`src/rtl/exec_seq_pkg.sv`:
```
// Shared constants, state encoding and decoded-field bundle for exec_sequencer.
// Optional feature macro used by the top: EXEC_SEQ_RETIRE_CNT_EN.
package exec_seq_pkg;

    localparam logic [6:0] OP_R = 7'b0110011;
    localparam logic [6:0] OP_I = 7'b0010011;
    localparam logic [6:0] OP_B = 7'b1100011;

    localparam logic [1:0] ALU_ADD   = 2'b00;
    localparam logic [1:0] ALU_BR    = 2'b01;
    localparam logic [1:0] ALU_FUNCT = 2'b10;

    localparam logic [6:0] F7_BASE = 7'h00;
    localparam logic [6:0] F7_ALT  = 7'h20;

    typedef enum logic [1:0] {
        S_IDLE,
        S_DECODE,
        S_EXEC,
        S_WB
    } state_t;

    typedef struct packed {
        logic [4:0]  rs1;
        logic [4:0]  rs2;
        logic [4:0]  rd;
        logic [2:0]  funct3;
        logic [6:0]  funct7;
        logic [1:0]  alu_op;
        logic        alu_src;
        logic [31:0] imm;
        logic        writes_rd;
        logic        is_branch;
    } dec_t;

endpackage

```
`src/rtl/instr_decoder.sv`:
```
// Combinational RV32I decoder for the R-type ALU, I-type ALU and BEQ/BNE subset;
// everything outside that subset raises illegal.
module instr_decoder
    import exec_seq_pkg::*;
(
    input  logic [31:0] instr,
    output dec_t        dec,
    output logic        illegal
);

    logic [6:0] opcode;
    logic [2:0] f3;
    logic [6:0] f7;

    assign opcode = instr[6:0];
    assign f3     = instr[14:12];
    assign f7     = instr[31:25];

    // NOTE: every output is given a default before the case so no path can infer a latch.
    always_comb begin
        dec           = '0;
        dec.rs1       = instr[19:15];
        dec.rs2       = instr[24:20];
        dec.rd        = instr[11:7];
        dec.funct3    = f3;
        dec.alu_op    = ALU_ADD;
        illegal       = 1'b0;

        case (opcode)
            OP_R: begin
                dec.alu_op    = ALU_FUNCT;
                dec.funct7    = f7;
                dec.writes_rd = 1'b1;
                if (!((f7 == F7_BASE) ||
                      ((f7 == F7_ALT) && ((f3 == 3'b000) || (f3 == 3'b101)))))
                    illegal = 1'b1;
            end
            OP_I: begin
                dec.alu_op    = ALU_FUNCT;
                dec.alu_src   = 1'b1;
                dec.imm       = {{20{instr[31]}}, instr[31:20]};
                dec.rs2       = 5'd0;
                dec.writes_rd = 1'b1;
                // Only shift-right immediates forward the upper bits, to pick SRLI vs SRAI.
                if (f3 == 3'b101) begin
                    dec.funct7 = f7;
                    if ((f7 != F7_BASE) && (f7 != F7_ALT))
                        illegal = 1'b1;
                end else if ((f3 == 3'b001) && (f7 != F7_BASE)) begin
                    illegal = 1'b1;
                end
            end
            OP_B: begin
                dec.alu_op    = ALU_BR;
                dec.is_branch = 1'b1;
                if (f3[2:1] != 2'b00)
                    illegal = 1'b1;
            end
            default: illegal = 1'b1;
        endcase
    end

endmodule

```
`src/rtl/exec_sequencer.sv`:
```
// Four-state sequencer (IDLE/DECODE/EXEC/WB) driving the execute stage for one instruction.
// Define EXEC_SEQ_RETIRE_CNT_EN to add the 32-bit retire_cnt output.
module exec_sequencer
    import exec_seq_pkg::*;
(
    input  logic        clk,
    input  logic        reset,
    input  logic        instr_valid,
    input  logic [31:0] instr,
    output logic        instr_ready,
    input  logic        zero,
    output logic [4:0]  rs1,
    output logic [4:0]  rs2,
    output logic [4:0]  rd,
    output logic [2:0]  funct3,
    output logic [6:0]  funct7,
    output logic [1:0]  alu_op,
    output logic        alu_src,
    output logic [31:0] imm,
    output logic        we,
    output logic        branch_taken,
    output logic        done,
`ifdef EXEC_SEQ_RETIRE_CNT_EN
    output logic [31:0] retire_cnt,
`endif
    output logic        illegal
);

    state_t      state;
    state_t      state_next;
    logic [31:0] instr_q;
    dec_t        dec;
    logic        dec_illegal;
    logic        writes_rd_q;
    logic        is_branch_q;

    instr_decoder u_decoder (
        .instr   (instr_q),
        .dec     (dec),
        .illegal (dec_illegal)
    );

    // NOTE: state and data registers use non-blocking assignments; reset is synchronous.
    always_ff @(posedge clk) begin
        if (reset)
            state <= S_IDLE;
        else
            state <= state_next;
    end

    always_comb begin
        state_next  = state;
        instr_ready = 1'b0;
        illegal     = 1'b0;
        done        = 1'b0;
        we          = 1'b0;

        case (state)
            S_IDLE: begin
                instr_ready = 1'b1;
                if (instr_valid)
                    state_next = S_DECODE;
            end
            S_DECODE: begin
                if (dec_illegal) begin
                    illegal    = 1'b1;
                    state_next = S_IDLE;
                end else begin
                    state_next = S_EXEC;
                end
            end
            S_EXEC: state_next = S_WB;
            S_WB: begin
                done       = 1'b1;
                we         = writes_rd_q && (rd != 5'd0);
                state_next = S_IDLE;
            end
            default: state_next = S_IDLE;
        endcase

        // An aborted instruction must not produce any strobe in the reset cycle.
        if (reset) begin
            instr_ready = 1'b0;
            illegal     = 1'b0;
            done        = 1'b0;
            we          = 1'b0;
        end
    end

    always_ff @(posedge clk) begin
        if (reset) begin
            instr_q      <= '0;
            rs1          <= '0;
            rs2          <= '0;
            rd           <= '0;
            funct3       <= '0;
            funct7       <= '0;
            alu_op       <= ALU_ADD;
            alu_src      <= 1'b0;
            imm          <= '0;
            writes_rd_q  <= 1'b0;
            is_branch_q  <= 1'b0;
            branch_taken <= 1'b0;
        end else begin
            if ((state == S_IDLE) && instr_valid)
                instr_q <= instr;

            if (state == S_DECODE) begin
                rs1          <= dec.rs1;
                rs2          <= dec.rs2;
                rd           <= dec.rd;
                funct3       <= dec.funct3;
                funct7       <= dec.funct7;
                alu_op       <= dec.alu_op;
                alu_src      <= dec.alu_src;
                imm          <= dec.imm;
                writes_rd_q  <= dec.writes_rd;
                is_branch_q  <= dec.is_branch;
                branch_taken <= 1'b0;
            end

            // zero reflects rs1 - rs2 once the ALU has settled in EXEC; funct3[0] selects BNE.
            if ((state == S_EXEC) && is_branch_q)
                branch_taken <= funct3[0] ? ~zero : zero;
        end
    end

`ifdef EXEC_SEQ_RETIRE_CNT_EN
    always_ff @(posedge clk) begin
        if (reset)
            retire_cnt <= '0;
        else if (state == S_WB)
            retire_cnt <= retire_cnt + 32'd1;
    end
`endif

endmodule

```
`config.mk`:
```
export PLATFORM = sky130hd
export DESIGN_NAME = exec_sequencer
export DESIGN_NICKNAME = d
export VERILOG_FILES = /design/src/rtl/exec_seq_pkg.sv /design/src/rtl/instr_decoder.sv /design/src/rtl/exec_sequencer.sv
export SDC_FILE = /design/constraint.sdc
export NUM_CORES = 1
export LEC_CHECK = 0
export ABC_AREA = 1
export CORE_MARGIN = 1.5
export CORE_UTILIZATION = 40
export CTS_BUF_LIST = sky130_fd_sc_hd__clkbuf_4 sky130_fd_sc_hd__clkbuf_8 sky130_fd_sc_hd__clkbuf_16
export DETAILED_ROUTE_END_ITERATION = 8
export GPL_TIMING_DRIVEN = 0
export MAX_ROUTING_LAYER = met4
export PLACE_DENSITY = 0.7
export SLEW_MARGIN = 25
export SYNTH_ARGS = -nofsm -noshare
export SYNTH_HDL_FRONTEND = slang
export SYNTH_SLANG_ARGS = --single-unit
```
`constraint.sdc`:
```
create_clock -name clk -period 1.5 [get_ports clk]
set_input_delay 0.3 -clock clk [delete_from_list [all_inputs] [get_ports clk]]
set_output_delay 0.3 -clock clk [all_outputs]
set_load 0.1 [all_outputs]
```
==> results of run 1 <==
==> layout by cell type (no fill, tap or decap), types with 4 or more instances in the layout <==
master / instances
a21oi_1: 27
a21oi_2: 10
buf_12: 15
buf_2: 44
buf_4: 26
buf_6: 21
clkbuf_1: 6
clkbuf_8: 10
clkdlybuf4s50_1: 34
dfxtp_1: 65
dfxtp_2: 10
inv_1: 9
inv_2: 6
inv_4: 4
nand2_1: 46
nand2_2: 7
nand3_1: 14
nand3_2: 11
nor2_1: 87
nor2_2: 4
nor2_4: 5
o21ai_0: 50
==> power breakdown <==
| group | internal (mW) | total (mW) | switching, mW |
|---|---|---|---|
| Clock | 0.837 | 1.62 | 0.779 |
| Combinational | 0.245 | 0.775 | 0.530 |
| Sequential | 2.15 | 2.22 | 0.0749 |
==> state kept, by name (all words and copies together), names as in the netlist, named ones only <==
register      cells
alu_op            2
alu_src           1
branch_taken      1
funct3            3
funct7            7
imm              12
instr_q          32
is_branch_q       1
rd                5
rs1               5
rs2               5
state             1
writes_rd_q       1
==> through the flow <==
stage | cells | util, %
floorplan | 407 | -
global placement | 608 | 56.65
detailed placement | 608 | 56.65
CTS | 628 | 58.52
global route | 630 | 60.24
finish | 630 | 60.24
==> area by class of cell <==
class / count / area (um^2)
clock buffer: 11 / 145.1
buffer: 42 / 331.6
fill: 711 / 3088
tap: 102 / 127.6
inverter: 18 / 75.07
clock inverter: 5 / 57.56
multi-input combinational: 269 / 1375
sequential: 77 / 1562
timing repair buffer: 106 / 1006
==> cell families after synthesis <==
group | after synthesis | synth area share, %
buffers and inverters | 61 | 12.04
xor gates and xnor gates | 1 | 0.2719
DFF | 77 | 47.84
and+or+nand+nor | 179 | 24.78
AOI/OAI and AO/OA | 89 | 15.07
==> layer usage <==
metal / up-vias / GRT usage [%] / share of wire, %
met4: 0 / 8.333 / 1.9
met2: 109 / 35.42 / 49
met1: 1372 / 24.36 / 43
li1: 1525 / - / -
met3: 14 / 4.105 / 6.0
met5: - / - / 0
==> final timing paths <==
check,startpoint,end,slack (ns),cells past startpoint
max,instr_q[3],illegal,-0.49,10
min,reset,imm[3],0.14,2
max reg2reg,flip-flop,instr_q[17],0.07,7
min reg2reg,funct7[0],funct7[0],0.46,2
==> repair_timing <==
item | in CTS | in global routing
pin swaps | 4 | 7
setup buffers | 5 | 2
endpoints found under the setup margin | 65 | 14
resized for setup | 394 | 37
==> critical path: cells and delay by family, from the launching register on <==
kind	cells	cell delay (ns)
flip-flops	1	0.32
AND/OR/NAND/NOR	7	0.68
buffers and inverters	3	0.34
==> run_results.csv, run 1 <==
group,metric,value,unit
run_status,run_status,"complete, but fails checks",
run_status,violations,"setup timing",
layout,antennaDiodeCount,0,
clock_network,clk_path_buf_depth,2,
die,io_pins,101,
logic_synthesis,syn_nets,443,
sta,slew_headroom,57.85,%
logic_synthesis,yosys_warnings,0,
worst_setup_path,critPathKind,"flip-flop to output pin",
detailed_routing,ant_nets,0,
worst_setup_path,worst_setup_path_end_kind,"output pin",
logic_synthesis,synth.area.top_cells,"dfxtp_1 48%, nor2_1 11%, o21ai_0 7.8%",
worst_setup_path,cp.required,1.20,ns
clock_network,cts.sinks,77,
logic_synthesis,synth_flop_cell,"dfxtp_1",
power,leakagePower,1.984,nW
clock_network,cts_tree,"built",
worst_setup_path,startpoint_type,"flip-flop",
detailed_routing,via_per_inst,4.794,
place,pre_cts_ws,-1.094,ns
sta,setup_viol,3,
logic_synthesis,synth.largest_area_cell,"dfxtp_1",
layout,finalNetCount,559,
sta,timing.final.ws_setup,-0.4858,ns
logic_synthesis,synth_cells,407,
logic_synthesis,synth.most_common_cell,"nor2_1",
worst_setup_path,crit_top_cell,"nor2_4",
worst_setup_path,critPathArrivalTime,1.69,ns
power,power_per_cell_area,985.5,nW/um^2
logic_synthesis,avgSynthCellArea,7.916,um^2
sta,hold_slack,0.1410,ns
worst_setup_path,cpPeakStageDelay,0.32,ns
global_route,grt_use_total,20.91,%
worst_setup_path,crit_path_top_delay_cell,"dfxtp_1",
detailed_routing,dr.pass1.iters,5,
logic_synthesis,yosysSeqAreaShare,47.84,%
logic_synthesis,async_flop_share,0,%
layout,areaGrowthSynthToFinish,45.24,%
clock_network,cts_made_buffers,9,
place,placed_area,4400,um^2
worst_setup_path,path_max_fanout,4,
global_route,grt-ovfl-total,0,
global_route,grt_max_degree,17,
worst_setup_path,path_cells,"inv_2 > nand2_2 > nor2_4 > buf_6 > nand3_1 > nand2_1 > nand2_2 > nor2_4 > nor2_4 > buf_12",
logic_synthesis,yosys-top-cells-count,"94 x nor2_1, 77 x dfxtp_1, 52 x nand2_1",
die,rows,32,
sta,drv_slew,0,
sta,min_period,1.986,ns
sta,rsz0062_at_grt,"true",
logic_synthesis,ys_ff_latch,77,
place,gp_congestion,0.8457,
die,die_w,92.75,um
sta,fin_setup_tns,-0.7480,ns
sta,hold_viol,0,
detailed_routing,drt_iter0_markers,142,
global_route,antenna_found_initial,0,
clock_network,clock_latency,0.35,ns
detailed_routing,routed_wl,8.548,mm
layout,drive_gt1_share,35.23,%
detailed_routing,wl_per_cell,13.57,um
global_route,first_global_vias,2860,
die,start_util,41.48,%
place,hpwl,6.052,mm
place,numPortBuffers,99,
die,fp.dieArea,8602,um^2
logic_synthesis,synth_top_area_share,47.84,%
flow_run,maxCapViolations,0,
global_route,grt_pass1_wl,13.59,mm
sta,fin_skew,0.008903,ns
clock_network,htreeDepth,3,
logic_synthesis,synth-edff-count,0,
layout,final_cell_area,4679,um^2
clock_network,clk_pin_slew,0.08,ns
hold_path,hold_class,"input pin to flip-flop",
clock_network,cts_root_buf,"clkbuf_8",
die,die_h,92.75,um
sta,max_slew.worst_pin.slew,0.6323,ns
power,finalPower,4.612,mW
detailed_routing,num_vias,3020,
die,core_area,7767,um^2
clock_network,holdBufCountCts,0,
sta,max_freq,503.6,MHz
power,ir_drop,0.5509,mV
detailed_routing,drc_errors,0,
sta,fin_crit_sh,132.4,%
logic_synthesis,netlist-cell-type-count,22,
logic_synthesis,synthesis.area,3222,um^2
No activity file was read; power rests on OpenSTA's default activity.
==> inputs of run 2 (changes only) <==
--- a/config.mk
+++ b/config.mk
@@ -11,7 +11,6 @@
 export CTS_BUF_LIST = sky130_fd_sc_hd__clkbuf_4 sky130_fd_sc_hd__clkbuf_8 sky130_fd_sc_hd__clkbuf_16
 export DETAILED_ROUTE_END_ITERATION = 8
 export GPL_TIMING_DRIVEN = 0
-export MAX_ROUTING_LAYER = met4
 export PLACE_DENSITY = 0.7
 export SLEW_MARGIN = 25
 export SYNTH_ARGS = -nofsm -noshare
==> run_results.csv, run 2 (synthesis results as in run 1) <==
group,metric,value,unit
detailed_routing,wl_met1,3.604,mm
layout,regMostFlops,"instr_q",
die,io_pins,101,
global_route,grt_use_total,20.31,%
clock_network,cts_tree,"built",
place,hpwl,6.052,mm
global_route,antenna_found_initial,0,
worst_setup_path,crit_top_cell,"nor2_4",
detailed_routing,routed_wl,8.517,mm
detailed_routing,drt_iter0_markers,120,
worst_setup_path,worst_setup_path_end_kind,"output pin",
sta,max_slew.worst_pin.slew,0.6021,ns
hold_path,hold_start,"reset",
detailed_routing,via_per_inst,4.798,
power,leakagePower,1.984,nW
die,core_area,7767,um^2
layout,finalNetCount,559,
worst_setup_path,crit_cells,10,
detailed_routing,wl_per_cell,13.52,um
worst_setup_path,startpoint_type,"flip-flop",
worst_setup_path,path_max_fanout,4,
detailed_routing,routed-wl-met3,551,um
worst_setup_path,regToRegEndpoint,"instr_q[17]",
layout,drive_gt1_share,35.23,%
clock_network,clk_path_buf_depth,2,
power,ir_drop,0.5509,mV
worst_setup_path,cpPeakStageDelay,0.32,ns
sta,max_freq,503.4,MHz
global_route,first_global_vias,2865,
sta,timing.final.ws_setup,-0.4864,ns
sta,slew_headroom,59.86,%
layout,largest_reg_flops,32,
layout,mostFrequentLayoutCell,"nor2_1",
detailed_routing,drc_errors,0,
sta,min_period,1.986,ns
clock_network,holdBufCountCts,0,
detailed_routing,routed.top_layer,"met4",
die,start_util,41.48,%
power,power_per_cell_area,984.5,nW/um^2
sta,fin_crit_sh,132.4,%
global_route,grt-ovfl-total,0,
die,rows,32,
worst_setup_path,cp.buffers_inverters,3,
layout,final_cell_mix,"87 x nor2_1, 65 x dfxtp_1, 50 x o21ai_0",
sta,setup_viol,3,
place,gp_congestion,0.8328,
sta,fin_setup_tns,-0.7377,ns
hold_path,holdPathStages,2,
clock_network,clock_latency,0.35,ns
detailed_routing,wl_met2,4.203,mm
clock_network,clk_pin_slew,0.08,ns
flow_run,maxCapViolations,0,
worst_setup_path,path_cells,"inv_2 > nand2_2 > nor2_4 > buf_6 > nand3_1 > nand2_1 > nand2_2 > nor2_4 > nor2_4 > buf_12",
clock_network,htreeDepth,3,
global_route,grt_max_degree,17,
worst_setup_path,worstRegToRegCells,7,
layout,top_regs,"instr_q x32, imm x12, funct7 x7",
layout,final_util,60.24,%
die,fp.dieArea,8602,um^2
worst_setup_path,cp.required,1.20,ns
worst_setup_path,rrSetupSlack,0.08,ns
worst_setup_path,critPathKind,"flip-flop to output pin",
run_status,violations,"setup timing",
layout,areaGrowthSynthToFinish,45.24,%
run_status,run_status,"complete, but fails checks",
place,numPortBuffers,99,
sta,drv_slew,0,
worst_setup_path,path_delay_family,"simple AND/OR/NAND/NOR gates",
power,finalPower,4.607,mW
layout,fillers,711,
sta,fin_skew,0.008997,ns
detailed_routing,dr.pass1.iters,4,
sta,rsz0062_at_grt,"true",
layout,antennaDiodeCount,0,
clock_network,cts_root_buf,"clkbuf_8",
hold_path,hold-path-endpoint,"imm[3]",
detailed_routing,num_vias,3023,
die,die_h,92.75,um
clock_network,cts_made_buffers,9,
hold_path,hold_class,"input pin to flip-flop",
sta,hold_viol,0,
clock_network,cts.sinks,77,
worst_setup_path,critPathArrivalTime,1.69,ns
die,die_w,92.75,um
detailed_routing,ant_nets,0,
worst_setup_path,crit_path_top_delay_cell,"dfxtp_1",
global_route,grt_pass1_wl,13.58,mm
[run 2: cell counts in the layout (fill, tap and decap cells not counted)]
No cell type changed its count.
[run 2: worst max-delay path by stage]
stage | slack [ns] | end | startpoint
6_report | -0.49 | illegal | instr_q[3]
3_5_place_dp | -1.09 | instr_ready | reset
5_1_grt | -0.55 | illegal | instr_q[3]
4_1_cts | -0.46 | illegal | instr_q[3]
2_1_floorplan | -0.75 | we | reset
3_3_place_gp | -1.07 | instr_ready | reset
[run 2: per-stage QoR]
stage | setup slack [ns] | hold slack (ns) | instances | instance area (um^2)
global route | -0.5517 | 0.1353 | 630 | 4679
finish | -0.4864 | 0.1407 | 630 | 4679
floorplan | -0.7469 | 0.4229 | 407 | 3282
global placement | -1.065 | 0.4321 | 608 | 4400
detailed placement | -1.094 | 0.4370 | 608 | 4400
CTS | -0.4553 | 0.1372 | 628 | 4546
[run 2: what timing repair did]
action,4_1_cts,5_1_grt
pin swaps,4,7
setup buffers,5,2
gates resized for setup,394,37
setup endpoints to repair,65,14
[run 2: power breakdown]
part / internal, mW / switching, mW
clock network: 0.837 / 0.775
registers: 2.15 / 0.0753
logic: 0.245 / 0.530
[run 2: layer usage]
metal / vias to the layer above / GRT usage, %
met5: - / 0
met4: 0 / 8.333
met3: 15 / 4.187
met2: 105 / 35.42
met1: 1379 / 24.21
li1: 1524 / -
[run 2: cell type report]
cell class,count,area [um^2],area share [%]
inverters,18,75.07,1.604
well taps,102,127.6,2.727
flip-flops and latches,77,1562,33.37
repair buffers,106,1006,21.50
clock inverters,5,57.56,1.230
plain buffers,42,331.6,7.086
multi-input cells,269,1375,29.39
clock buffers,11,145.1,3.102
